## src/rtl/uart_apb_pkg.sv

```systemverilog
// Shared definitions for the UART APB scheduler: register map, status bits,
// operation and bus-phase encodings.
package uart_apb_pkg;

  localparam logic [7:0] REG_TXB  = 8'h00;
  localparam logic [7:0] REG_RXB  = 8'h01;
  localparam logic [7:0] REG_UBRR = 8'h02;
  localparam logic [7:0] REG_CR0  = 8'h03;
  localparam logic [7:0] REG_CR1  = 8'h04;
  localparam logic [7:0] REG_STAT = 8'h05;

  localparam int RXC  = 0;
  localparam int TXC  = 1;
  localparam int UDRE = 2;
  localparam int FE   = 3;
  localparam int DOR  = 4;

  typedef enum logic [2:0] {
    OP_CFG_UBRR,
    OP_CFG_CR1,
    OP_CFG_CR0,
    OP_POLL,
    OP_RXRD,
    OP_TXWR
  } op_e;

  typedef enum logic [1:0] {
    ST_SETUP,
    ST_ACCESS,
    ST_GAP
  } state_e;

  function automatic logic [7:0] op_reg(input op_e op);
    case (op)
      OP_CFG_UBRR: op_reg = REG_UBRR;
      OP_CFG_CR1:  op_reg = REG_CR1;
      OP_CFG_CR0:  op_reg = REG_CR0;
      OP_POLL:     op_reg = REG_STAT;
      OP_RXRD:     op_reg = REG_RXB;
      default:     op_reg = REG_TXB;
    endcase
  endfunction

  function automatic logic op_is_write(input op_e op);
    op_is_write = (op != OP_POLL) && (op != OP_RXRD);
  endfunction

endpackage

```

## src/rtl/rr_arbiter.sv

```systemverilog
// Combinational round-robin arbiter: searches from last+1 upward, wrapping
// to index 0, and returns a one-hot grant plus its index.
module rr_arbiter #(
  parameter int NREQ = 4,
  parameter int LW   = (NREQ > 1) ? $clog2(NREQ) : 1
) (
  input  logic [NREQ-1:0] req,
  input  logic [LW-1:0]   last,
  output logic [NREQ-1:0] gnt,
  output logic [LW-1:0]   gnt_idx
);

  logic          found;
  logic [LW-1:0] idx;

  always_comb begin
    gnt     = '0;
    gnt_idx = '0;
    found   = 1'b0;
    idx     = '0;
    for (int k = 1; k <= NREQ; k++) begin
      idx = LW'((int'(last) + k) % NREQ);
      if (!found && req[idx]) begin
        found    = 1'b1;
        gnt[idx] = 1'b1;
        gnt_idx  = idx;
      end
    end
  end

endmodule

```

## src/rtl/uart_apb_sched.sv

```systemverilog
// APB master that configures the UART register block, polls its status,
// drains received bytes and round-robin schedules client bytes for transmit.
module uart_apb_sched
  import uart_apb_pkg::*;
#(
  parameter int         NREQ     = 4,
  parameter logic [7:0] CFG_UBRR = 8'h67,
  parameter logic [7:0] CFG_CR1  = 8'h03,
  parameter logic [7:0] CFG_CR0  = 8'h03
) (
  input  logic              pClk,
  input  logic              pReset,
  input  logic              cfg_start,
  input  logic [NREQ-1:0]   req_valid,
  input  logic [8*NREQ-1:0] req_data,
  output logic [NREQ-1:0]   req_ready,
  output logic              rx_valid,
  output logic [7:0]        rx_data,
  output logic              cfg_done,
  output logic [7:0]        fe_count,
  output logic              overrun,
  output logic              pSel,
  output logic              pEnable,
  output logic              pWrite,
  output logic [31:0]       pAddr,
  output logic [31:0]       pWdata,
  input  logic [31:0]       pReadData
);

  localparam int LW = (NREQ > 1) ? $clog2(NREQ) : 1;

  state_e          state;
  op_e             op;
  op_e             nxt_op;
  logic            cfg_pend;
  logic [LW-1:0]   last_grant;
  logic [LW-1:0]   gnt_idx;
  logic [NREQ-1:0] gnt;
  logic [7:0]      stat_q;
  logic [7:0]      nxt_byte;
  logic            tx_grant;
  logic            unused_rd;

  function automatic logic [7:0] sat_inc8(input logic [7:0] v);
    sat_inc8 = (v == 8'hFF) ? v : v + 8'd1;
  endfunction

  assign unused_rd = ^pReadData[31:8];

  rr_arbiter #(.NREQ(NREQ), .LW(LW)) u_arb (
    .req     (req_valid),
    .last    (last_grant),
    .gnt     (gnt),
    .gnt_idx (gnt_idx)
  );

  // Op selection for the next transaction, evaluated during GAP
  always_comb begin
    nxt_op = OP_POLL;
    if (cfg_pend) begin
      case (op)
        OP_CFG_UBRR: nxt_op = OP_CFG_CR1;
        OP_CFG_CR1:  nxt_op = OP_CFG_CR0;
        default:     nxt_op = OP_CFG_UBRR;
      endcase
    end else if (op != OP_POLL) begin
      nxt_op = OP_POLL;
    end else if (stat_q[RXC]) begin
      nxt_op = OP_RXRD;
    end else if (stat_q[UDRE] && (|req_valid)) begin
      nxt_op = OP_TXWR;
    end
  end

  assign tx_grant  = (state == ST_GAP) && (nxt_op == OP_TXWR);
  assign req_ready = tx_grant ? gnt : '0;

  always_comb begin
    nxt_byte = 8'h00;
    case (nxt_op)
      OP_CFG_UBRR: nxt_byte = CFG_UBRR;
      OP_CFG_CR1:  nxt_byte = CFG_CR1;
      OP_CFG_CR0:  nxt_byte = CFG_CR0;
      OP_TXWR:     nxt_byte = req_data[{gnt_idx, 3'b000} +: 8];
      default:     nxt_byte = 8'h00;
    endcase
  end

  always_ff @(posedge pClk or negedge pReset) begin
    if (!pReset) begin
      state      <= ST_GAP;
      op         <= OP_POLL;
      cfg_pend   <= 1'b1;
      cfg_done   <= 1'b0;
      last_grant <= LW'(NREQ - 1);
      stat_q     <= 8'h00;
      fe_count   <= 8'h00;
      overrun    <= 1'b0;
      rx_valid   <= 1'b0;
      rx_data    <= 8'h00;
      pSel       <= 1'b0;
      pEnable    <= 1'b0;
      pWrite     <= 1'b0;
      pAddr      <= '0;
      pWdata     <= '0;
    end else begin
      rx_valid <= 1'b0;
      case (state)
        // GAP -> SETUP: launch the chosen op with stable address/data
        ST_GAP: begin
          op      <= nxt_op;
          state   <= ST_SETUP;
          pSel    <= 1'b1;
          pEnable <= 1'b0;
          pWrite  <= op_is_write(nxt_op);
          pAddr   <= {24'd0, op_reg(nxt_op)};
          pWdata  <= {24'd0, nxt_byte};
          if (tx_grant) last_grant <= gnt_idx;
        end
        // SETUP -> ACCESS
        ST_SETUP: begin
          pEnable <= 1'b1;
          state   <= ST_ACCESS;
        end
        // ACCESS -> GAP: capture read data, drop all strobes
        ST_ACCESS: begin
          pSel    <= 1'b0;
          pEnable <= 1'b0;
          pWrite  <= 1'b0;
          pAddr   <= '0;
          pWdata  <= '0;
          state   <= ST_GAP;
          case (op)
            OP_POLL: begin
              stat_q <= pReadData[7:0];
              if (pReadData[FE])  fe_count <= sat_inc8(fe_count);
              if (pReadData[DOR]) overrun  <= 1'b1;
            end
            OP_RXRD: begin
              rx_data  <= pReadData[7:0];
              rx_valid <= 1'b1;
            end
            OP_CFG_CR0: begin
              cfg_pend <= 1'b0;
              cfg_done <= 1'b1;
            end
            default: ;
          endcase
        end
        default: state <= ST_GAP;
      endcase
      if (cfg_start && cfg_done) begin
        cfg_pend <= 1'b1;
        cfg_done <= 1'b0;
        overrun  <= 1'b0;
      end
    end
  end

endmodule

```

## config.mk

```make
export PLATFORM = sky130hd
export DESIGN_NAME = uart_apb_sched
export DESIGN_NICKNAME = d
export VERILOG_FILES = /design/src/rtl/uart_apb_pkg.sv /design/src/rtl/rr_arbiter.sv /design/src/rtl/uart_apb_sched.sv
export SDC_FILE = /design/constraint.sdc
export NUM_CORES = 1
export LEC_CHECK = 0
export BUFFER_PORTS_ARGS = -buffer_cell sky130_fd_sc_hd__buf_2
export CAP_MARGIN = 20
export CORE_ASPECT_RATIO = 0.9
export CORE_MARGIN = 2
export CORE_UTILIZATION = 46
export DETAILED_ROUTE_END_ITERATION = 8
export GPL_TIMING_DRIVEN = 0
export PLACE_DENSITY = 0.93
export SYNTH_ARGS = -nofsm -noshare
export SYNTH_HDL_FRONTEND = slang
export SYNTH_SLANG_ARGS = --single-unit
```

## constraint.sdc

```tcl
create_clock -name pClk -period 3.6 [get_ports pClk]
set_input_delay 0.36 -clock pClk [delete_from_list [all_inputs] [get_ports pClk]]
set_output_delay 0.36 -clock pClk [all_outputs]
set_load 0.01 [all_outputs]
```

==> metrics.yaml, run 1 <==
hold_class: "in -> async"
grt_pass1_wl_mm: 10.89
rows: 28
final.min_clock_period_ns: 3.372
p_leak_uw: 0.002085
final_cell_mix: "buf_2, buf_4, conb_1"
powerDensity_nw_per_um2: 579.3
worstSetupPathType: "reg -> out"
skew_ns: 0.004818
syn-cell-area_sq_um: 3090
drv_cap: 0
grt_pass1_vias: 2386
ctsHoldBuffers: 0
die_w_um: 90.40
slew_viol_final: 0
gr-usage-all-layers: 0.1808
yosys_most_used_dff: "dfrtp_1"
max_slew_margin: 0.3724
dieArea_sq_um: 7391
diodes: 0
power_frac_seq: 0.347
critical_path_buf_inv_count: 4
vias: 2587
cts-root-buf: "clkbuf_8"
design.portCount: 161
coreArea_sq_um: 6551
wire_per_inst_um: 12.71
hold_viol_final: 0
crit_slowest_cell: "dfstp_2"
power_uw: 2256
nFillCells: 584
vias_per_cell: 4.729
crit_required_ns: 3.24
worst_pin_slew_ns: 0.9415
initial_core_util: 0.4717
path_cells: "buf_2 > inv_1 > ha_1 > inv_1 > or3_1 > a21oi_2 > a22o_1 > mux2i_1 > a21oi_1 > buf_2"
die_h_um: 81.76
cts.sinks: 43
htree_levels: 2
fmax_mhz: 296.5
final_common_cell: "buf_2"
dp_hpwl_mm: 5.506
cts_tree: "built"
synth_seq_area_share: 0.3506
synthDistinctLibCells: 62
clkPwrFrac: 0.129
place_inst: 540
clk_path_buf_depth: 2
fin_nets: 540
grt_max_degree: 44
clk_pin_slew_ns: 0.07
grt_overflow: 0
start_kind: "flip-flop"
clock_latency_ns: 0.29
worstPathMaxFanout: 10
drive_gt1_frac: 0.4004
synthArstFlopShare: 1.000
cp_top_family: "buffers and inverters"
fin_crit_sh: 0.9367
syn_avg_cell_area_sq_um: 9.811
layoutNonFillerInstCount: 547
internal_power_uw: 1346
synth-seq-cells: 43
cp-end-kind: "output pin"
finalSetupViolCount: 0
synth_warnings: 0
synth_edf_count: 0
power_frac_comb: 0.525
syn_to_final_growth_pct: 25.99
drt_iter0_markers: 129
status: "completed"
syn_inst: 315
arrival_ns: 3.01
power_switching_uw: 910.1
antenna_found_initial: 0
swShare: 0.4035
reg_top3: "fe_count x8, pWdata x8, rx_data x8"
firstDrtPassIters: 4
ant_nets: 0
place.gp.congestion: 0.8366
max_stage_delay_ns: 0.58
drc: 0
port_buffers: 83
drt-total-wl_mm: 6.950
ir_drop_v: 0.0003747
cts_inserted_buffers: 5
-- power groups by stage --
| stage | Clock (uW) | Combinational (uW) | Sequential, uW |
|---|---|---|---|
| 2_1_floorplan | 0 | 816 | 818 |
| 3_3_place_gp | 0 | 1130 | 774 |
| 3_5_place_dp | 0 | 1180 | 787 |
| 4_1_cts | 299 | 1180 | 780 |
| 5_1_grt | 322 | 1300 | 809 |
| 6_report | 290 | 1180 | 782 |
-- per-layer routing --
layer	routed length (um)	global-route usage	vias up
met5	0	0	-
met3	371	0.03394	4
li1	-	-	1284
met1	2831	0.2128	1219
met4	46	0.03692	0
met2	3700	0.3496	80
-- through the flow --
stage	util	setup TNS, ns	hold slack (ns)	instance area (sq um)	setup WS [ns]
after floorplan	-	0	0.06441	3286	0.7517
final	0.5943	0	0.2133	3894	0.2278
after global routing	0.5943	-0.06034	0.2742	3894	-0.02180
after global placement	0.5821	0	0.4621	3814	0.4794
after CTS	0.5943	0	0.2356	3894	0.05512
after detailed placement	0.5821	0	0.4686	3814	0.3812
-- cells by family (layout without fill, tap and decap cells) --
family	after synthesis	in the layout	synth area share
AOI/OAI and AO/OA	66	66	0.1518
xor gates and xnor gates	7	7	0.01984
adders and majority gates	13	13	0.05263
buffers and inverters	78	168	0.1713
DFF	43	43	0.3506
muxes	35	35	0.1308
other	1	53	0.001213
and+or+nand+nor	72	72	0.1219
-- timing repair --
action                     CTS  global route
resized for setup            0             1
setup buffers                0             0
setup endpoints to repair    0             4
-- worst paths after layout --
check / from / endpoint / slack [ns] / cells after the start
max: last_grant[1] / req_ready[3] / 0.23 / 10
max reg2reg: last_grant[1] / pWdata[1] / 0.67 / 10
min reg2reg: pSel / pSel / 0.49 / 1
min: pReset / fe_count[0] / 0.21 / 1
min in group pClk: cfg_start / cfg_done / 0.29 / 2
max in group asynchronous: pReset / stat_q[0] / 2.81 / 1
-- Yosys cell counts, drive strengths merged (7+ instances only) --
cell type / n / share of area
buf: 61 / 0.15
dfrtp: 37 / 0.30
nand2: 26 / 0.032
mux2: 21 / 0.080
o21ai: 18 / 0.029
a21oi: 16 / 0.027
nor2: 14 / 0.017
ha: 13 / 0.053
mux2i: 13 / 0.042
inv: 11 / 0.014
a22o: 7 / 0.020
-- final cells by class --
type	count	area [sq um]	area share
multi-input cells	246	1677	0.4306
flip-flops and latches	43	1084	0.2783
plain buffers	66	481.7	0.1237
repair buffers	83	415.4	0.1067
well taps	90	112.6	0.02892
clock buffers	8	80.08	0.02057
inverters	11	43.79	0.01125
Note: power is estimated with default switching activity, not from simulation.
==> run 2, diff against run 1 <==
--- a/config.mk
+++ b/config.mk
@@ -13,6 +13,7 @@
 export DETAILED_ROUTE_END_ITERATION = 8
 export GPL_TIMING_DRIVEN = 0
 export PLACE_DENSITY = 0.93
+export RECOVER_POWER = 100
 export SYNTH_ARGS = -nofsm -noshare
 export SYNTH_HDL_FRONTEND = slang
 export SYNTH_SLANG_ARGS = --single-unit
==> constraint.sdc (replaced) <==
create_clock -name pClk -period 3.2 [get_ports pClk]
set_input_delay 0.32 -clock pClk [delete_from_list [all_inputs] [get_ports pClk]]
set_output_delay 0.32 -clock pClk [all_outputs]
set_load 0.01 [all_outputs]
==> run 2 against run 1 <==
Against the previous run:
- the run now ends with max-capacitance violations, max-slew violations left
- register-to-register slack worse by 0.39 ns
- clock skew down 0.0020 ns
- clock-buffer cell count did not move
==> metrics.yaml, run 2 (same netlist as run 1, synthesis figures left out) <==
violations: "max-capacitance violations, max-slew violations"
grt_max_degree: 44  # unchanged
hold_viol_final: 0  # unchanged
die_w_um: 90.40  # unchanged
dp_hpwl_mm: 5.506  # unchanged
drive_gt1_frac: 0.3196  # -0.08087
fin_crit_sh: 0.9319
drt-total-wl_mm: 6.962  # +0.17%
final_cell_mix: "buf_4, conb_1, buf_2"
grt_pass1_vias: 2368  # -0.75%
drt_iter0_markers: 101  # -22%
worstRegToRegCells: 10  # unchanged
pre_cts_slack_ns: 0.02116  # -0.3600 ns
grt_pass1_wl_mm: 10.95  # +0.57%
htree_levels: 2  # unchanged
hold_class: "in -> reg"
cts_inserted_buffers: 5  # unchanged
clock_latency_ns: 0.29  # about the same
cp-end-kind: "output pin"
status: "finished, violations left"
slew_viol_final: 44  # +44
cts-root-buf: "clkbuf_8"
rrSetupSlack_ns: 0.28  # -0.39 ns
fmax_mhz: 335.3
cts.sinks: 43  # unchanged
reg2reg_from: "last_grant[0]"
hp-start: "cfg_start"
skew_ns: 0.002866  # -0.001952 ns
clk_path_buf_depth: 2  # unchanged
r2r-end: "pWdata[2]"
wire_per_inst_um: 12.66  # -0.37%
p_leak_uw: 0.001971  # -5.5%
dieArea_sq_um: 7391  # unchanged
place.gp.congestion: 0.8366  # unchanged
initial_core_util: 0.4717  # unchanged
ir_drop_v: 0.0004182  # +12%
vias: 2610  # +0.89%
hold_path_depth: 2
rows: 28  # unchanged
finalSetupViolCount: 0  # unchanged
crit_required_ns: 2.88  # -0.36 ns
ctsHoldBuffers: 0  # unchanged
final.min_clock_period_ns: 2.982
gr-usage-all-layers: 0.1818  # +0.001012
worst_pin_slew_ns: 2.282  # +1.340 ns
tns_ns: 0  # unchanged
drc: 0  # unchanged
grt_overflow: 0  # unchanged
drv_cap: 1  # +1
arrival_ns: 2.66  # -0.35 ns
finalInstanceArea_sq_um: 3861  # -0.84%
place_area_sq_um: 3814  # unchanged
final_common_cell: "buf_4"
cts_tree: "built"
vias_per_cell: 4.745  # +0.34%
diodes: 0  # unchanged
design.portCount: 161  # unchanged
ant_nets: 0  # unchanged
fin_nets: 543  # +0.56%
min_to: "cfg_done"
antenna_found_initial: 0  # unchanged
die_h_um: 81.76  # unchanged
worstSetupPathType: "reg -> out"
final.setup.worst_slack_ns: 0.2180  # -0.009832 ns
firstDrtPassIters: 4  # unchanged
powerDensity_nw_per_um2: 647.8  # +12%
start_kind: "flip-flop"
reg_top3: "fe_count x8, pWdata x8, rx_data x8"
max_slew_margin: -0.5211  # -0.8935
clk_pin_slew_ns: 0.07  # about the same
coreArea_sq_um: 6551  # unchanged
syn_to_final_growth_pct: 24.94
worstPathMaxFanout: 10  # unchanged
port_buffers: 83  # unchanged
rsz0062_at_grt: "false"
startpoint: "last_grant[0]"
-- run 2: changes by cell type in the layout (fill, tap and decap cells not counted), moves of 2 or more --
cell and delta:
dfstp_1 +2, clkbuf_1 +35, dfstp_2 -2, buf_4 +4
a21oi_2 -2, buf_2 -35
-- run 2: worst max path at each step --
stage	end	depth (start not counted)	slack (ns)
floorplan	req_ready[0]	10	0.39
detailed placement	req_ready[2]	11	0.02
finish	req_ready[2]	10	0.22
global placement	req_ready[1]	11	0.12
CTS	req_ready[2]	10	0.04
global route	req_ready[2]	10	0.05
-- run 2: per-stage QoR --
stage | hold WS [ns] | util | std cells | total power, uW
after floorplan | 0.02441 | - | 367 | 1838
after global placement | 0.4621 | 0.5821 | 540 | 2145
after detailed placement | 0.4686 | 0.5821 | 540 | 2210
after CTS | 0.1956 | 0.5963 | 547 | 2564
after global routing | 0.2342 | 0.5894 | 550 | 2701
final | 0.2427 | 0.5894 | 550 | 2501
-- run 2: layout make-up --
cell class                      instances  area (sq um)
Tap cell                               90         112.6
Multi-Input combinational cell        246          1673
Clock buffer                            8         80.08
Inverter                               11         43.79
Timing Repair Buffer                   87         402.9
Fill cell                             602          2690
Buffer                                 65         465.4
Sequential cell                        43          1084
-- run 2: report_power, final --
group / internal [uW] / total [uW] / switching [uW]
Combinational: 598 / 1300 / 707
Sequential: 730 / 870 / 141
Clock: 155 / 326 / 171
Total: 1480 / 2500 / 1020
-- run 2: critical path: stages, from the launching register on --
cell	delay (ns)
dfstp_1	0.60
buf_6	0.17
inv_4	0.07
ha_4	0.31
inv_1	0.07
or3_1	0.42
a21oi_4	0.19
a22o_1	0.15
mux2i_1	0.06
a21oi_1	0.18
buf_2	0.15
-- run 2: metal layers --
layer  global-route usage  part of all wire
met5                    0                 0
met4              0.03692            0.0066
met3              0.03303             0.048
met2               0.3466              0.54
met1               0.2186              0.41
-- run 2: what timing repair did --
action                                  CTS  global route
buffers inserted                          0             4
endpoints found under the setup margin    4             4
resized for setup                         3             1
==> run 3, diff against run 2 <==
--- a/config.mk
+++ b/config.mk
@@ -13,7 +13,7 @@
 export DETAILED_ROUTE_END_ITERATION = 8
 export GPL_TIMING_DRIVEN = 0
 export PLACE_DENSITY = 0.93
-export RECOVER_POWER = 100
+export RECOVER_POWER = 25
 export SYNTH_ARGS = -nofsm -noshare
 export SYNTH_HDL_FRONTEND = slang
 export SYNTH_SLANG_ARGS = --single-unit
==> run 3 against run 2 <==
Against the previous run:
- the run still ends with max-capacitance violations, max-slew violations left
- global-route usage stayed put
- cell count stayed put
- die area stayed put
- clock-buffer cell count stayed put
- flip-flop and latch count stayed put
- first-iteration DRC count is 2.0% higher
- sequential power hardly changed
- final area is 2.0% higher
==> metrics.yaml, run 3 (same netlist as run 1, synthesis figures left out) <==
grt_pass1_vias: 2368  # unchanged
vias_per_cell: 4.740  # -0.11%
status: "finished, violations left"
drt-total-wl_mm: 6.999  # +0.53%
fin_crit_sh: 0.9360  # +0.004158
dieArea_sq_um: 7391  # unchanged
syn_to_final_growth_pct: 27.41
cp-end-kind: "output pin"
hold_path_depth: 2  # unchanged
final_util: 0.6010  # +0.01165
place.gp.congestion: 0.8366  # unchanged
final.min_clock_period_ns: 2.995  # +0.01331 ns
pre_cts_slack_ns: 0.02116  # unchanged
final.setup.worst_slack_ns: 0.2047  # -0.01331 ns
hold_class: "in -> reg"
cts_inserted_buffers: 5  # unchanged
drt_iter0_markers: 103  # +2.0%
htree_levels: 2  # unchanged
final_common_cell: "buf_2"
firstDrtPassIters: 4  # unchanged
design.portCount: 161  # unchanged
max_stage_delay_ns: 0.57  # -0.03 ns
fin_nets: 543  # unchanged
vias: 2607  # -0.11%
crit_required_ns: 2.88  # about the same
worst_pin_slew_ns: 2.296  # +0.01474 ns
coreArea_sq_um: 6551  # unchanged
arrival_ns: 2.68  # +0.02 ns
path_cells: "buf_6 > inv_4 > ha_4 > inv_1 > or3_1 > a21oi_4 > a22o_1 > mux2i_1 > a21oi_1 > buf_2"
grt_pass1_wl_mm: 10.95  # unchanged
skew_ns: 0.003506  # +0.0006404 ns
rows: 28  # unchanged
drv_cap: 1  # unchanged
cts_tree: "built"
finalSetupViolCount: 0  # unchanged
crit_slowest_cell: "dfstp_2"
clock_latency_ns: 0.28  # about the same
grt_overflow: 0  # unchanged
reg_top3: "fe_count x8, pWdata x8, rx_data x8"
die_h_um: 81.76  # unchanged
wire_per_inst_um: 12.73  # +0.53%
diodes: 0  # unchanged
cts.sinks: 43  # unchanged
antenna_found_initial: 0  # unchanged
port_buffers: 83  # unchanged
p_leak_uw: 0.002100  # +6.6%
worstPathMaxFanout: 10  # unchanged
powerDensity_nw_per_um2: 656.4  # +1.3%
max_slew_margin: -0.5310  # -0.009826
ctsHoldBuffers: 0  # unchanged
nFillCells: 581  # -3.5%
ant_nets: 0  # unchanged
worstSetupPathType: "reg -> out"
gr-usage-all-layers: 0.1818  # unchanged
drc: 0  # unchanged
start_kind: "flip-flop"
die_w_um: 90.40  # unchanged
fmax_mhz: 333.9  # -0.44%
final_cell_mix: "buf_2, buf_4, conb_1"
layoutNonFillerInstCount: 550  # unchanged
clk_pin_slew_ns: 0.07  # about the same
drive_gt1_frac: 0.4022  # +0.08261
slew_viol_final: 44  # unchanged
grt_max_degree: 44  # unchanged
initial_core_util: 0.4717  # unchanged
worstRegToRegCells: 10  # unchanged
clk_path_buf_depth: 2  # unchanged
hold_viol_final: 0  # unchanged
rsz0062_at_grt: "false"
place_inst: 540  # unchanged
ir_drop_v: 0.0004237  # +1.3%
dp_hpwl_mm: 5.506  # unchanged
tns_ns: 0  # unchanged
violations: "max-capacitance violations, max-slew violations"
cts-root-buf: "clkbuf_8"
## run 3: cell types whose count changed in the layout (fill, tap and decap cells not counted), sizes merged
cell | previous run | this run
buf | 112 | 146
clkbuf | 48 | 14
## run 3: timing repair
item                                    CTS  global route
setup buffers                             0             4
endpoints found under the setup margin    4             4
pin swaps                                 0             0
cloned                                    0             0
resized for setup                         3             1
## run 3: critical path: cells and delay by family, from the launching register on
family / cells / cell delay, ns
fa+ha+maj: 1 / 0.31
compound gates: 3 / 0.55
simple gates: 1 / 0.42
buf+inv: 4 / 0.46
mux: 1 / 0.06
flops: 1 / 0.57
## run 3: final cells by class
cell class | count | area, sq um | area share
multi-input combinational | 246 | 1697 | 0.4309
clock buffer | 8 | 80.08 | 0.02034
sequential | 43 | 1084 | 0.2752
buffer | 65 | 476.7 | 0.1211
timing repair buffer | 87 | 444.2 | 0.1128
inverter | 11 | 43.79 | 0.01112
tap | 90 | 112.6 | 0.02860
## run 3: per-stage QoR
step                hold slack, ns  total power (uW)  instance area, sq um
floorplan                  0.02441              1838                  3286
global placement            0.4621              2145                  3814
detailed placement          0.4686              2210                  3814
CTS                         0.1956              2564                  3906
global route                0.2342              2784                  3938
finish                      0.2520              2584                  3938
## run 3: worst paths after layout
check	startpoint	end	slack (ns)
hold reg to reg	pSel	pSel	0.49
hold / removal	cfg_start	cfg_done	0.25
setup reg to reg	last_grant[0]	pWdata[1]	0.61
min in group asynchronous	pReset	rx_data[3]	0.72
setup / recovery	last_grant[0]	req_ready[2]	0.20
max in group asynchronous	pReset	stat_q[0]	1.18
## run 3: metal layers
metal,up-vias,GRT usage,wire length (um)
met1,1228,0.2186,2843
li1,1291,-,-
met2,84,0.3466,3741
met4,0,0.03692,46
met5,-,0,0
met3,4,0.03303,368
## run 3: power breakdown
group	switching [uW]	total (uW)	internal, uW	leakage (uW)
Combinational	725	1390	662	0.00153
Clock	170	325	155	0.0000395
Sequential	141	872	731	0.000535
Total	1040	2580	1550	0.00210
